### config.mk
export PLATFORM = sky130hd
export DESIGN_NAME = if_id_fetch_queue
export DESIGN_NICKNAME = d
export VERILOG_FILES = /design/src/rtl/if_id_pkg.sv /design/src/rtl/if_id_queue_ram.sv /design/src/rtl/if_id_fetch_queue.sv
export SDC_FILE = /design/constraint.sdc
export NUM_CORES = 1
export LEC_CHECK = 0
export CORE_MARGIN = 2
export CORE_UTILIZATION = 40
export CTS_CLUSTER_SIZE = 24
export DETAILED_ROUTE_END_ITERATION = 6
export GPL_ROUTABILITY_DRIVEN = 0
export PLACE_DENSITY = 0.69
export SLEW_MARGIN = 15
export SYNTH_ARGS = -nofsm -noshare
export SYNTH_HDL_FRONTEND = slang
export SYNTH_SLANG_ARGS = --single-unit
### constraint.sdc
create_clock -name clk -period 8.26 [get_ports clk]
set_clock_uncertainty 0.05 [all_clocks]
set_input_delay 0.826 -clock clk [delete_from_list [all_inputs] [get_ports clk]]
set_output_delay 0.826 -clock clk [all_outputs]
set_load 0.01 [all_outputs]
### src/rtl/if_id_pkg.sv
// Shared definitions for the IF->ID fetch queue: word width, queue entry layout
// and the NOP encoding.
package if_id_pkg;

  localparam int unsigned WORD_W = 32;

  localparam logic [WORD_W-1:0] NOP = 32'hE000_0000;

  typedef struct packed {
    logic [WORD_W-1:0] pc;
    logic [WORD_W-1:0] instr;
  } fetch_entry_t;

endpackage

### src/rtl/if_id_queue_ram.sv
// Entry storage for the fetch queue: one synchronous write port, one asynchronous
// read port, contents are not reset.
module if_id_queue_ram #(
  parameter int unsigned DEPTH  = 4,
  parameter int unsigned DATA_W = 64,
  parameter int unsigned ADDR_W = $clog2(DEPTH)
) (
  input  logic              clk,
  input  logic              we,
  input  logic [ADDR_W-1:0] waddr,
  input  logic [DATA_W-1:0] wdata,
  input  logic [ADDR_W-1:0] raddr,
  output logic [DATA_W-1:0] rdata
);

  logic [DATA_W-1:0] mem [DEPTH];

  always_ff @(posedge clk) begin
    if (we) mem[waddr] <= wdata;
  end

  assign rdata = mem[raddr];

endmodule

### src/rtl/if_id_fetch_queue.sv
// IF->ID fetch queue: captures {PC+4, instruction} each unfrozen cycle, hands entries
// to ID via valid/ready, freezes fetch when full, flushes on taken branch.
// Optional zero-latency pass-through when empty: define QUEUE_BYPASS_EN.
module if_id_fetch_queue #(
  parameter int unsigned DEPTH  = 4,
  parameter int unsigned WORD_W = if_id_pkg::WORD_W
) (
  input  logic                     clk,
  input  logic                     rst,
  input  logic [WORD_W-1:0]        if_pc,
  input  logic [WORD_W-1:0]        if_instruction,
  input  logic                     branch_taken,
  output logic                     freeze,
  output logic                     id_valid,
  input  logic                     id_ready,
  output logic [WORD_W-1:0]        id_pc,
  output logic [WORD_W-1:0]        id_instruction,
  output logic [$clog2(DEPTH):0]   count
);

  localparam int unsigned ADDR_W = $clog2(DEPTH);
  localparam int unsigned CNT_W  = ADDR_W + 1;
  localparam logic [CNT_W-1:0] FULL_CNT = CNT_W'(DEPTH);

  logic [ADDR_W-1:0]   wr_ptr, rd_ptr;
  logic [CNT_W-1:0]    count_q;
  logic                enq, deq, full, empty, bypass;
  logic [2*WORD_W-1:0] rd_data;

  assign empty = (count_q == '0);
  assign full  = (count_q == FULL_CNT);
  assign count = count_q;

`ifdef QUEUE_BYPASS_EN
  assign bypass = empty && !branch_taken;
`else
  assign bypass = 1'b0;
`endif

  // A bypassed word that ID takes immediately never enters storage.
  always_comb begin
    freeze         = full && !id_ready && !branch_taken;
    deq            = !empty && id_ready && !branch_taken;
    enq            = !freeze && !branch_taken && !(bypass && id_ready);
    id_valid       = !empty || bypass;
    id_pc          = '0;
    id_instruction = '0;
    if (!empty) begin
      id_pc          = rd_data[2*WORD_W-1:WORD_W];
      id_instruction = rd_data[WORD_W-1:0];
    end else if (bypass) begin
      id_pc          = if_pc;
      id_instruction = if_instruction;
    end
  end

  always_ff @(posedge clk) begin
    if (!rst) begin
      wr_ptr  <= '0;
      rd_ptr  <= '0;
      count_q <= '0;
    end else if (branch_taken) begin
      wr_ptr  <= '0;
      rd_ptr  <= '0;
      count_q <= '0;
    end else begin
      if (enq) wr_ptr <= wr_ptr + ADDR_W'(1);
      if (deq) rd_ptr <= rd_ptr + ADDR_W'(1);
      case ({enq, deq})
        2'b10:   count_q <= count_q + CNT_W'(1);
        2'b01:   count_q <= count_q - CNT_W'(1);
        default: count_q <= count_q;
      endcase
    end
  end

  if_id_queue_ram #(
    .DEPTH (DEPTH),
    .DATA_W(2 * WORD_W),
    .ADDR_W(ADDR_W)
  ) u_ram (
    .clk  (clk),
    .we   (enq),
    .waddr(wr_ptr),
    .wdata({if_pc, if_instruction}),
    .raddr(rd_ptr),
    .rdata(rd_data)
  );

endmodule

==> impl_metrics.json <==
{
  "grt_pass1_wl_um": 29100,
  "diodes": 0,
  "wl_met2_um": 9330,
  "critPathSlowestCell": "buf_4",
  "dpl.hpwl_um": 10300,
  "fp.dieH_um": 164,
  "synth_area_um2": 10200,
  "syn-num-nets": 534,
  "crit_buf_inv": 2,
  "placed_area_um2": 11800,
  "ys_types": 27,
  "yosys_warnings": 0,
  "startpoint_type": "flip-flop",
  "cts_buffer_depth": 3,
  "synth_fa_ha_area_share_pct": 0.858,
  "setup_tns_ns": 0,
  "clock.fmax_mhz": 241,
  "grt_pass1_vias": 5380,
  "vias_per_cell": 5.00,
  "clkTransAtPathRegs_ns": 0.06,
  "setup_violations": 0,
  "core_um2": 25100,
  "area_growth_pct": 24.0,
  "path_cells": "buf_4 > mux4_1 > and2_1 > clkdlybuf4s50_1",
  "port_buffers": 136,
  "fillers": 2028,
  "cts_tree": "done",
  "min_path_type": "flip-flop to flip-flop",
  "async_reset_ff_share_pct": 0,
  "syn_area_per_cell_um2": 22.3,
  "hp-start": "rd_ptr[1]",
  "fin_crit_ns": 4.14,
  "die_area_um2": 26800,
  "wl_per_cell_um": 19.6,
  "seq_area_frac_synth_pct": 77.0,
  "critPathMaxFanout": 38,
  "cp.arrival_ns": 3.27,
  "synth_top_family_by_area": "multiplexers",
  "cts.htree.levels": 1,
  "num_vias": 4772,
  "cp_top_family": "buffers and inverters",
  "ff2ff_path_depth": 4,
  "synth_compound_area_share_pct": 0.368,
  "grt_max_degree": 67,
  "regToRegSetupSlack_ns": 5.84,
  "fin_crit_sh_pct": 50.2,
  "critPathKind": "flip-flop to output pin",
  "ir_drop_uv": 100,
  "grtUsageTotal_pct": 14.2,
  "clk_latency_ns": 0.52,
  "drc": 0,
  "slowest_delay_ns": 0.72,
  "drv_slew": 0,
  "synth-seq-cells": 265,
  "crit-reg2reg-launch": "count[0]",
  "wl_met1_um": 7850,
  "hold_depth": 2,
  "power_density_nw_per_um2": 223,
  "met3WireLength_um": 1170,
  "start_util_pct": 40.7,
  "cp-end-kind": "output pin",
  "synthMuxAreaShare_pct": 14.5,
  "antenna_found_initial": 1,
  "grt_overflow": 0,
  "routed_wl_um": 18700,
  "die_w_um": 164,
  "cts_setup_buffers": 0,
  "stdcell_area_um2": 12700,
  "hold_buffers": 0,
  "rows": 58,
  "max-slew-margin-rel_pct": 28.3,
  "ant_nets": 0,
  "cts.sinks": 265,
  "cts_resized": 0,
  "dr.pass1.iters": 5,
  "final_common_cell": "edfxtp_1",
  "power.leakage_nw": 4.00,
  "synth_xor_area_share_pct": 0.257,
  "ys.flop_type": "edfxtp_1",
  "final_layout_size_suffix_gt1_share_pct": 17.5,
  "synth_simple_gate_area_share_pct": 4.81,
  "layout_common_cells": "edfxtp_1 (256), clkdlybuf4s50_1 (136), and2_1 (65), mux4_2 (60), clkbuf_16 (27)",
  "hold_viol": 0,
  "routed.top_layer": "met5",
  "timing.rr.end": "u_ram.mem[3][1]",
  "synth_edf_count": 256,
  "status": "finished clean",
  "io_pins": 137,
  "worst_pin_slew_ns": 1.08,
  "num-nets-final": 679,
  "maxCapViolations": 0,
  "ctsRootBufferMaster": "clkbuf_16",
  "numCtsBuffers": 27,
  "rsz0062_at_grt": "no",
  "first_iter_violations": 259,
  "syn_inst": 459,
  "cp.required_ns": 7.38
}
-- synth_stat cells (4+ instances only) --
master | n | area share [%]
edfxtp_1 | 256 | 75
and2_1 | 65 | 4.0
mux4_2 | 60 | 13
dfxtp_1 | 9 | 1.8
inv_1 | 9 | 0.33
clkbuf_1 | 7 | 0.26
ha_1 | 7 | 0.86
buf_12 | 6 | 1.2
buf_2 | 6 | 0.29
nor2_1 | 5 | 0.18
a21oi_1 | 4 | 0.20
and3_1 | 4 | 0.24
mux4_1 | 4 | 1.0
-- layer usage --
layer  track usage [%]  vias to the layer above
met5                 0                        -
met3              3.48                       33
met4              3.47                        2
met2              24.4                      138
met1              18.3                     2451
li1                  -                     2148
-- worst max-delay path by stage --
stage,from,end,slack [ns],cells past startpoint
after global routing,flip-flop,id_pc[0],3.83,4
final,flip-flop,id_pc[31],4.12,4
after CTS,flip-flop,id_pc[31],3.96,4
after detailed placement,flip-flop,id_pc[31],4.53,4
after floorplan,id_ready,u_ram.mem[0][0],5.14,2
after global placement,flip-flop,id_pc[31],4.53,4
-- registers in the layout, indices dropped and copies added (netlist names), named ones only --
register and cells:
wr_ptr 2, u_ram.mem 256, rd_ptr 2, count 3
-- through the flow --
step / total power, W / setup slack [ns] / cells / utilization (%) / hold WS, ns
after floorplan: 0.00163 / 5.14 / 459 / - / 0.403
after global placement: 0.00172 / 4.53 / 905 / 47.1 / 0.406
after detailed placement: 0.00173 / 4.53 / 905 / 47.1 / 0.419
after CTS: 0.00286 / 3.96 / 954 / 50.4 / 0.433
after global routing: 0.00292 / 3.83 / 954 / 50.4 / 0.480
final: 0.00282 / 4.12 / 954 / 50.4 / 0.428
-- report_power, final --
group	switching, W	leakage, nW	total (W)	internal [W]
clock network	0.000477	0.404	0.00113	0.000651
registers	0.0000102	2.43	0.00153	0.00152
logic	0.0000761	1.17	0.000167	0.0000913
total	0.000563	4.00	0.00282	0.00226
-- kinds of logic (layout without fill, tap and decap cells) --
family | Yosys count | after routing
adders and majority gates | 7 | 7
and+or+nand+nor | 81 | 81
muxes | 66 | 66
xor gates and xnor gates | 3 | 3
buffers and inverters | 30 | 195
DFF | 265 | 265
AOI/OAI and AO/OA | 7 | 7
-- final cells by class --
| class | instances | area (µm²) | share of cell area, % |
|---|---|---|---|
| Clock inverter | 14 | 105 | 0.830 |
| Timing Repair Buffer | 137 | 1370 | 10.8 |
| Inverter | 9 | 33.8 | 0.267 |
| Sequential cell | 265 | 7880 | 62.2 |
| Clock buffer | 35 | 726 | 5.73 |
| Tap cell | 330 | 413 | 3.26 |
| Multi-Input combinational cell | 164 | 2140 | 16.9 |
-- worst register-to-register path, cell delays in order (launching register included) --
cell and delay [ns]:
dfxtp_1 0.40, inv_1 0.07, ha_1 0.21, nand3b_1 0.29, and3_4 0.93
Power figures use the tool's default switching activity.
==> RTL change, RTL diff (same settings) <==
`DEPTH` is set to 4 in 2 places; all go to 2.
--- a/src/rtl/if_id_queue_ram.sv
+++ b/src/rtl/if_id_queue_ram.sv
@@ -2,5 +2,5 @@
 // read port, contents are not reset.
 module if_id_queue_ram #(
-  parameter int unsigned DEPTH  = 4,
+  parameter int unsigned DEPTH  = 2,
   parameter int unsigned DATA_W = 64,
   parameter int unsigned ADDR_W = $clog2(DEPTH)
--- a/src/rtl/if_id_fetch_queue.sv
+++ b/src/rtl/if_id_fetch_queue.sv
@@ -3,5 +3,5 @@
 // Optional zero-latency pass-through when empty: define QUEUE_BYPASS_EN.
 module if_id_fetch_queue #(
-  parameter int unsigned DEPTH  = 4,
+  parameter int unsigned DEPTH  = 2,
   parameter int unsigned WORD_W = if_id_pkg::WORD_W
 ) (
Ports: changed (resized count); port bits go from 137 to 136. No check against the original RTL was run, so the function may have changed too.
==> RTL change against the original RTL <==
- wire length shrank 48%
- setup slack gained 680 ps
- largest cell class unchanged
- first-iteration DRC count shrank 45%
- total power decreased by 41%
- design area decreased by 43%
- critical path type unchanged
- non-clock buffer count up 4
- global-route usage increased by 0.64 points
- synthesized area shrank 50%
- sequential cell count is 132 lower
- synthesized cell count fell by 35%
==> RTL change: results <==
export IMPL_grt_max_degree=40
export IMPL_layout_nets=513
export IMPL_synth_common_cells="edfxtp_1, nor2_1, mux2i_1"
export IMPL_cts_buffers=17
export IMPL_wire_per_inst_um=15.4
export IMPL_num_multi_input_gates=147
export IMPL_hold_slack_ps=471
export IMPL_outcome="finished, final reports clean"
export IMPL_synth_edf_count=128
export IMPL_grt_antenna_before_repair=0
export IMPL_buf_share_pct=19.5
export IMPL_rrSetupSlack_ps=6280
export IMPL_vias=2914
export IMPL_clk_path_buf_depth=2
export IMPL_inv_count=3
export IMPL_firstDrtPassIters=6
export IMPL_htree_levels=4
export IMPL_fp_coreArea_um2=12500
export IMPL_worst_pin_slew_ps=627
export IMPL_synthDistinctLibCells=21
export IMPL_timing_rr_end="u_ram.mem[1][17]"
export IMPL_rr_worst_depth=5
export IMPL_synth_seq_cells=133
export IMPL_final_layout_size_suffix_gt1_share_pct=7.68
export IMPL_clock_buffers=19
export IMPL_n_all_buffers=141
export IMPL_placed_cell_area_um2=6590
export IMPL_met2_usage_pct=25.7
export IMPL_arrival_ps=2590
export IMPL_ir_worst_vdd_uv=137
export IMPL_gr_usage_all_layers_pct=14.9
export IMPL_io_buffers=135
export IMPL_drt_iter0_drc=142
export IMPL_grt_first_pass_wirelength_mm=15.0
export IMPL_insertion_delay_ps=400
export IMPL_seq_area_frac_synth_pct=77.8
export IMPL_crit_fanout=36
export IMPL_clockNetworkAreaShare_pct=7.98
export IMPL_place_ws_ps=4930
export IMPL_yosysTopAreaCellShare_pct=75.9
export IMPL_grt_util_met1_pct=17.4
export IMPL_fillers=1036
export IMPL_met3_usage_pct=4.05
## RTL change: changes by cell type after synthesis, moves of 4 or more
cell      change
inv_1         -6
and3_1        -4
dfxtp_1       -4
ha_1          -5
buf_2         -4
mux2i_1      +62
buf_6         +5
mux4_1        -4
mux4_2       -60
and2_1       -65
edfxtp_1    -128
buf_12        -6
nor2_1       +62
## RTL change: report_power, final
group	leakage, nW	switching, mW	internal (mW)	total, mW
clock	0.274	0.255	0.467	0.722
combinational	0.827	0.0695	0.0825	0.152
sequential	1.24	0.00933	0.776	0.786
## RTL change: logic make-up (layout without fill, tap and decap cells)
logic type	count (synthesis)	after routing	share of synthesized area, %
AO/OA/AOI/OAI	4	4	0.395
XOR/XNOR	2	2	0.346
adder cells (fa/ha/maj)	2	2	0.494
buffers and inverters	18	176	2.30
flip-flops	133	133	77.8
multiplexers	64	64	12.6
AND/OR/NAND/NOR	75	75	6.00
## RTL change: per-stage QoR
step,util [%],cells
4_1_cts,57.2,628
3_5_place_dp,52.6,596
5_1_grt,57.2,628
6_report,57.2,628
3_3_place_gp,52.6,596
2_1_floorplan,-,298
## RTL change: worst max path at each step
stage,start,slack [ps],to,cells past startpoint
3_5_place_dp,id_ready,4930,freeze,4
5_1_grt,register,4640,id_instruction[14],4
3_3_place_gp,id_ready,4980,freeze,4
2_1_floorplan,id_ready,1940,u_ram.mem[1][0],3
4_1_cts,register,4750,id_instruction[14],4
6_report,register,4790,id_instruction[14],4
## RTL change: critical path: cells and delay by family (launching register included)
family        cells  cell delay [ps]
buf+inv           2             1150
flops             1              660
mux               1              190
simple gates      1              150
## RTL change: metal layers
layer	routed length, um	part of all wire, %
met5	0	0
met1	4120	42
met4	119	1.2
met3	526	5.4
met2	4930	51
